File: src/rtl/mem_wb_skid_stage.sv
// MEM/WB pipeline register with ready/valid handshake and a one-entry skid
// buffer, so write-back can back-pressure without a combinational ready path.
//
// state | meaning
// EMPTY | main invalid, skid invalid
// FULL  | main valid (drives outputs), skid invalid
// SKID  | main valid, skid holds the next entry; input not accepted
module mem_wb_skid_stage #(
  parameter int CTRL_W        = 2,
  parameter int DATA_W        = 32,
  parameter int REG_W         = 5,
  parameter int CNT_W         = 8,
  parameter bit CLEAR_PAYLOAD = 1'b1
) (
  input  logic              clk,
  input  logic              startin,
  input  logic              flush,
  input  logic              in_valid,
  output logic              in_ready,
  input  logic [CTRL_W-1:0] in_ctrl,
  input  logic [DATA_W-1:0] in_mem_data,
  input  logic [DATA_W-1:0] in_alu_result,
  input  logic [REG_W-1:0]  in_rd,
  output logic              out_valid,
  input  logic              out_ready,
  output logic [CTRL_W-1:0] out_ctrl,
  output logic [DATA_W-1:0] out_mem_data,
  output logic [DATA_W-1:0] out_alu_result,
  output logic [REG_W-1:0]  out_rd,
  output logic              out_wb_en,
  output logic [CNT_W-1:0]  stall_cnt
);

  localparam int PW = CTRL_W + 2 * DATA_W + REG_W;
  localparam logic [CNT_W-1:0] CNT_MAX = '1;

  typedef enum logic [1:0] {
    EMPTY = 2'd0,
    FULL  = 2'd1,
    SKID  = 2'd2
  } state_t;

  state_t        state, state_nxt;
  logic [PW-1:0] main_q, skid_q, in_pl;
  logic          load_main_in, load_main_skid, load_skid;
  logic          clr_main, clr_skid;

  assign in_pl = {in_ctrl, in_mem_data, in_alu_result, in_rd};

  always_comb begin
    state_nxt      = state;
    load_main_in   = 1'b0;
    load_main_skid = 1'b0;
    load_skid      = 1'b0;
    clr_main       = 1'b0;
    clr_skid       = 1'b0;
    if (flush) begin
      state_nxt = EMPTY;
      clr_main  = 1'b1;
      clr_skid  = 1'b1;
    end else begin
      case (state)
        EMPTY: begin
          if (in_valid) begin
            state_nxt    = FULL;
            load_main_in = 1'b1;
          end
        end
        FULL: begin
          if (in_valid && out_ready) begin
            load_main_in = 1'b1;
          end else if (in_valid) begin
            state_nxt = SKID;
            load_skid = 1'b1;
          end else if (out_ready) begin
            state_nxt = EMPTY;
            clr_main  = 1'b1;
          end
        end
        SKID: begin
          if (out_ready) begin
            state_nxt      = FULL;
            load_main_skid = 1'b1;
            clr_skid       = 1'b1;
          end
        end
        default: state_nxt = EMPTY;
      endcase
    end
  end

  always_ff @(posedge clk) begin
    if (startin) begin
      state  <= EMPTY;
      main_q <= '0;
      skid_q <= '0;
    end else begin
      state <= state_nxt;
      if (load_main_in)
        main_q <= in_pl;
      else if (load_main_skid)
        main_q <= skid_q;
      else if (clr_main && CLEAR_PAYLOAD)
        main_q <= '0;
      if (load_skid)
        skid_q <= in_pl;
      else if (clr_skid && CLEAR_PAYLOAD)
        skid_q <= '0;
    end
  end

  // Counts cycles WB refuses a valid entry; flush leaves it alone.
  always_ff @(posedge clk) begin
    if (startin)
      stall_cnt <= '0;
    else if (out_valid && !out_ready && (stall_cnt != CNT_MAX))
      stall_cnt <= stall_cnt + 1'b1;
  end

  assign in_ready  = (state != SKID);
  assign out_valid = (state != EMPTY);
  assign {out_ctrl, out_mem_data, out_alu_result, out_rd} = main_q;
  assign out_wb_en = out_valid & out_ctrl[CTRL_W-1];

endmodule

File: config.mk
export PLATFORM = sky130hd
export DESIGN_NAME = mem_wb_skid_stage
export DESIGN_NICKNAME = d
export VERILOG_FILES = /design/src/rtl/mem_wb_skid_stage.sv
export SDC_FILE = /design/constraint.sdc
export NUM_CORES = 1
export LEC_CHECK = 0
export CAP_MARGIN = 20
export CELL_PAD_IN_SITES_DETAIL_PLACEMENT = 0
export CELL_PAD_IN_SITES_GLOBAL_PLACEMENT = 2
export CORE_MARGIN = 2
export CORE_UTILIZATION = 30
export DETAILED_ROUTE_END_ITERATION = 6
export DONT_BUFFER_PORTS = 1
export PLACE_DENSITY_LB_ADDON = 0.1
export SYNTH_ARGS = -nofsm -noshare
export SYNTH_HDL_FRONTEND = slang
export SYNTH_SLANG_ARGS = --single-unit
export TNS_END_PERCENT = 30
File: constraint.sdc
create_clock -name clk -period 2.1 [get_ports clk]
set_clock_uncertainty 0.1 [all_clocks]
set_input_delay 0.315 -clock clk [delete_from_list [all_inputs] [get_ports clk]]
set_output_delay 0.315 -clock clk [all_outputs]
set_load 0.01 [all_outputs]
==> results of run 1 <==
[critical path, cell delays in order (launching register included)]
cell,delay (ps)
dfxtp_1,420
and2b_4,330
nand2_1,50
a2111oi_0,390
dlygate4sd3_1,590
[final timing paths]
kind / depth (start not counted) / to / startpoint
worst min register to register: 2 / skid_q[3] / skid_q[3]
worst max register to register: 4 / state[1] / state[1]
worst min-delay path: 1 / main_q[26] / startin
worst max-delay path: 4 / state[1] / state[1]
[stage by stage]
step | utilization, % | area (µm²) | cells | hold slack [ps] | power (mW)
global route | 35.0 | 7680 | 904 | -144 | 6.93
global placement | 31.6 | 6940 | 857 | 299 | 3.70
finish | 35.0 | 7680 | 904 | -109 | 6.64
CTS | 34.3 | 7540 | 891 | -150 | 6.75
detailed placement | 31.6 | 6940 | 857 | 303 | 3.71
floorplan | - | 6740 | 627 | 365 | 3.64
[layout by cell type, fill, tap and decap left out, drive strengths merged, types with 3 or more instances in the layout]
cell and count:
a21oi 4, a221oi 70, a22oi 71, buf 16
clkbuf 21, clkinv 6, dfxtp 152, dlygate4sd3 17
nand2 4, nor2 148, nor3 72, o21ai 3
xor2 3
[area by class of cell]
class | instances | area, µm² | share of cell area, %
Timing Repair Buffer | 33 | 415 | 5.41
Clock inverter | 9 | 101 | 1.32
Inverter | 1 | 3.75 | 0.0489
Clock buffer | 21 | 460 | 6.00
Sequential cell | 152 | 3050 | 39.7
Tap cell | 280 | 350 | 4.56
Multi-Input combinational cell | 408 | 3300 | 43.0
[sequential cells by signal, indices dropped and copies added (netlist names)]
name	count
state	2
main_q	71
stall_cnt	8
skid_q	71
[routing by layer]
| metal | wire [µm] | global-route usage [%] | up-vias |
|---|---|---|---|
| met1 | 7750 | 18.8 | 2310 |
| li1 | - | - | 2307 |
| met5 | 0 | 0 | - |
| met2 | 8900 | 24.8 | 120 |
| met3 | 1510 | 5.86 | 14 |
| met4 | 207 | 5.25 | 0 |
[where the power goes]
group / total, mW / internal (mW) / switching (mW)
registers: 3.10 / 2.98 / 0.115
clock network: 2.98 / 1.79 / 1.18
logic: 0.566 / 0.249 / 0.318
total: 6.64 / 5.02 / 1.62
[kinds of logic after synthesis]
kind of cell               after synthesis  synth area share, %
and+or+nand+nor                        242                 21.1
AOI/OAI and AO/OA                      160                 26.6
DFF                                    152                 45.1
buffers and inverters                   67                 6.37
xor gates and xnor gates                 3                0.390
muxes                                    2                0.297
adders and majority gates                1                0.186
[what timing repair did]
item | in CTS | in global routing
hold buffers | 4 | 13
endpoints found under the setup margin | 0 | 1
resized for setup | 0 | 3
hold endpoints to repair | 152 | 148
==> flow_summary.yaml, run 1 <==
clock_network:
  clkSinkCount: 152
  path_clk_slew_ps: 60
  cts_made_buffers: 17
  max-clock-path-buffers: 2
  cts_tree: "yes"
  htree_levels: 4
  clkLatencyLatePin_ps: 410
  cts-root-buf: "clkbuf_16"
  cts_setup_buffers: 0
yosys:
  synth_seq_area_share_pct: 45.1
  synth.top_cells.by_count: "dfxtp_1 (152), nor2_1 (148), a221oi_2 (69), nor3_2 (69), a22oi_1 (59)"
  synthArstFlopShare_pct: 0
  synth_cell_type_count: 43
  syn_nets: 704
  syn-cell-area_mm2: 0.00674
  syn-mean-instance-area_um2: 10.8
  synthTopCellsByArea: "dfxtp_1 (45%), a221oi_2 (15%), nor3_2 (10%), nor2_1 (8.2%), a22oi_1 (6.6%)"
  synthMostInstantiatedCell: "dfxtp_1"
  yosys_warnings: 0
  synth_edf_count: 0
  postSynthCellCount: 627
  synth_area_leader_cell: "dfxtp_1"
  synth_ff_type: "dfxtp_1"
  synth_top_area_share_pct: 45.1
  synth-seq-cells: 152
finish:
  drive_above_1_share_pct: 33.5
  n_antenna_cell: 0
  nets: 690
  fillers: 2170
  area_delta_synth_final_pct: 13.9
timing:
  tightest_slew_ps: 471
  period_needed_ps: 1950
  clock.fmax_ghz: 0.514
  rsz0062_at_grt: "false"
  holdWs_ps: -109
  setup-violations-final: 0
  fin_tns_setup_ps: 0
  hold_viol: 149
  drv_slew: 0
  setup_ws_ps: 154
  period_share_pct: 92.7
  relSlewSlack_pct: 68.6
global_routing:
  grt_max_degree: 153
  grt.total_usage_pct: 15.3
  grt_pass1_wl_mm: 28.4
  antenna_found_initial: 0
  grt_pass1_vias: 4785
  overflow: 0
floorplan:
  ioPinCount: 158
  die_h_um: 154
  placementRows: 54
  initial_utilization_pct: 30.7
  fp.coreArea_mm2: 0.0220
  fp.dieArea_mm2: 0.0237
  die_w_um: 154
setup_path:
  crit_required_ps: 2350
  path_class: "reg2reg"
  setup.worst_path.end_class: "flip-flop"
  reg2reg_slack_ps: 150
  start_kind: "flip-flop"
  cp_data_arrival_time_ps: 2200
  worstPathMaxFanout: 10
placement:
  gp_congestion: 0.707
  io_buffers: 0
  post-dp-hpwl_mm: 10.8
  pre_cts_ws_ps: 169
run:
  maxCapViolations: 0
power_and_ir_drop:
  cellLeakagePower_nw: 2.68
  peakVddDrop_mv: 0.469
  p_per_area_mw_per_mm2: 865
outcome:
  status: "finished, violations left"
  violations: "negative hold slack"
route:
  final_antenna_net_count: 0
  route.vias.total: 4751
  drc_errors: 0
  first_pass_iters: 4
  drt_iter0_markers: 253
  avgViaCountPerCell: 5.26
  wl_per_cell_um: 20.3
  drt_wl_total_mm: 18.4
min_path:
  worstHoldPathType: "in2reg"
Note: power is estimated with default switching activity, not from simulation.
==> inputs of run 2 (changes only) <==
--- a/config.mk
+++ b/config.mk
@@ -5,8 +5,7 @@
 export SDC_FILE = /design/constraint.sdc
 export NUM_CORES = 1
 export LEC_CHECK = 0
-export CAP_MARGIN = 20
-export CELL_PAD_IN_SITES_DETAIL_PLACEMENT = 0
+export CELL_PAD_IN_SITES_DETAIL_PLACEMENT = 1
 export CELL_PAD_IN_SITES_GLOBAL_PLACEMENT = 2
 export CORE_MARGIN = 2
 export CORE_UTILIZATION = 30
==> run 2 against run 1 <==
Against the previous run:
- the run still ends with negative hold slack left
- worst hold slack worse by 12 ps
- power is 5.0% lower
- setup slack worse by 44 ps
- register-to-register slack worse by 40 ps
- via count is 1.1% higher
- clock-buffer cell count is 1 lower
- maximum frequency is 2.2% lower
- final cell count is 1.4% lower
- critical path depth is 1 higher
- sequential share of layout area is 0.98 points higher
- global-route usage is 0.72 points higher
==> flow_summary.yaml, run 2 (synthesis gave the netlist of run 1 again) <==
outcome:
  status: "finished, violations left"
  violations: "negative hold slack"
timing:
  period_share_pct: 94.8
  period_needed_ps: 1990
  relSlewSlack_pct: 69.7
  tightest_slew_ps: 455
  setup-violations-final: 0
  drv_slew: 0
  clock.fmax_ghz: 0.502
  holdWs_ps: -121
  hold_viol: 89
  rsz0062_at_grt: "false"
  fin_tns_setup_ps: 0
floorplan:
  ioPinCount: 158
  fp.coreArea_mm2: 0.0220
  placementRows: 54
  initial_utilization_pct: 30.7
  die_w_um: 154
  die_h_um: 154
  fp.dieArea_mm2: 0.0237
finish:
  final_cell_mix: "dfxtp_1 (152), nor2_1 (148), a221oi_2 (69), nor3_2 (69), a22oi_1 (59)"
  area_delta_synth_final_pct: 11.0
  nets: 678
  n_antenna_cell: 0
  reg_top3: "main_q: 71 flops, skid_q: 71 flops, stall_cnt: 8 flops"
  final_common_cell: "dfxtp_1"
  fin_cells: 891
  drive_above_1_share_pct: 33.4
global_routing:
  grt_pass1_wl_mm: 29.6
  overflow: 0
  grt_max_degree: 153
  antenna_found_initial: 0
  grt.total_usage_pct: 16.1
  grt_pass1_vias: 5130
power_and_ir_drop:
  peakVddDrop_mv: 0.501
  cellLeakagePower_nw: 2.59
  p_per_area_mw_per_mm2: 843
setup_path:
  crit_buf_inv: 1
  path_cells: "nand2b_4 -> nor3b_2 -> buf_12 -> a221oi_2 -> nor3_2"
  worstPathMaxFanout: 41
  start_kind: "flip-flop"
  slowest_stage: "dfxtp_1"
  cp_top_family: "simple AND/OR/NAND/NOR gates"
  critPathMaxStageDelay_ps: 600
  crit_required_ps: 2340
  cp_data_arrival_time_ps: 2230
  setup.worst_path.end_class: "flip-flop"
  path_class: "reg2reg"
clock_network:
  clkSinkCount: 152
  path_clk_slew_ps: 60
  cts-root-buf: "clkbuf_16"
  cts_setup_buffers: 0
  clkLatencyLatePin_ps: 420
  max-clock-path-buffers: 2
  cts_tree: "yes"
  htree_levels: 4
  cts_made_buffers: 17
placement:
  io_buffers: 0
  post-dp-hpwl_mm: 11.4
  gp_congestion: 0.707
  placed_cells: 857
route:
  route.vias.total: 4805
  wl_per_cell_um: 21.2
  avgViaCountPerCell: 5.39
  final_antenna_net_count: 0
  drc_errors: 0
  drt_iter0_markers: 239
  first_pass_iters: 4
  drt_wl_total_mm: 18.9
min_path:
  worstHoldPathType: "in2reg"
run:
  maxCapViolations: 0
-- run 2: cell count changes in the layout (fill, tap and decap cells not counted), moves of 2 or more --
cell / delta
bufinv_16: -2
clkbuf_8: -2
dfxtp_1: +2
dfxtp_2: -2
dlygate4sd3_1: -12
-- run 2: timing repair --
item | 4_1_cts | 5_1_grt
setup endpoints to repair | 0 | 7
endpoints found under the hold margin | 152 | 150
gates resized for setup | 0 | 1
hold buffers | 3 | 2
-- run 2: worst paths after layout --
check	to	cells after the start	slack, ps	start
setup / recovery	main_q[24]	5	110	state[1]
hold / removal	main_q[26]	1	-120	startin
setup reg to reg	main_q[24]	5	110	state[1]
hold reg to reg	skid_q[3]	2	410	skid_q[3]
-- run 2: per-stage QoR --
step | cell area, µm² | util (%) | hold WS [ps] | setup slack [ps] | total power, mW
6_report | 7490 | 34.1 | -121 | 110 | 6.31
5_1_grt | 7490 | 34.1 | -142 | 42.6 | 6.60
4_1_cts | 7460 | 34.0 | -153 | 136 | 6.45
3_5_place_dp | 6940 | 31.6 | 300 | 154 | 3.72
3_3_place_gp | 6940 | 31.6 | 299 | 203 | 3.70
2_1_floorplan | 6740 | - | 365 | 466 | 3.64
-- run 2: cell type report --
cell class	instances	area [µm²]
multi-input cells	408	3300
well taps	280	350
fillers	2365	14500
clock inverters	9	57.6
clock buffers	20	437
inverters	1	3.75
flip-flops and latches	152	3040
repair buffers	21	299
-- run 2: power by group --
group | switching (mW) | internal, mW | leakage, nW
clock | 1.18 | 1.48 | 0.241
combinational | 0.315 | 0.235 | 1.12
sequential | 0.115 | 2.98 | 1.24
-- run 2: worst reg2reg max path, delay by kind of cell, from the launching register on --
kind,cells,cell delay (ps)
buffers and inverters,1,350
AOI/OAI and AO/OA,1,190
DFF,1,600
and+or+nand+nor,3,670
-- run 2: metal layers --
metal	global-route usage, %	vias to the layer above	routed length [µm]
met5	0	-	0
met4	5.21	0	253
met3	6.40	16	1510
met2	27.5	108	9390
met1	18.4	2406	7720
li1	-	2275	-
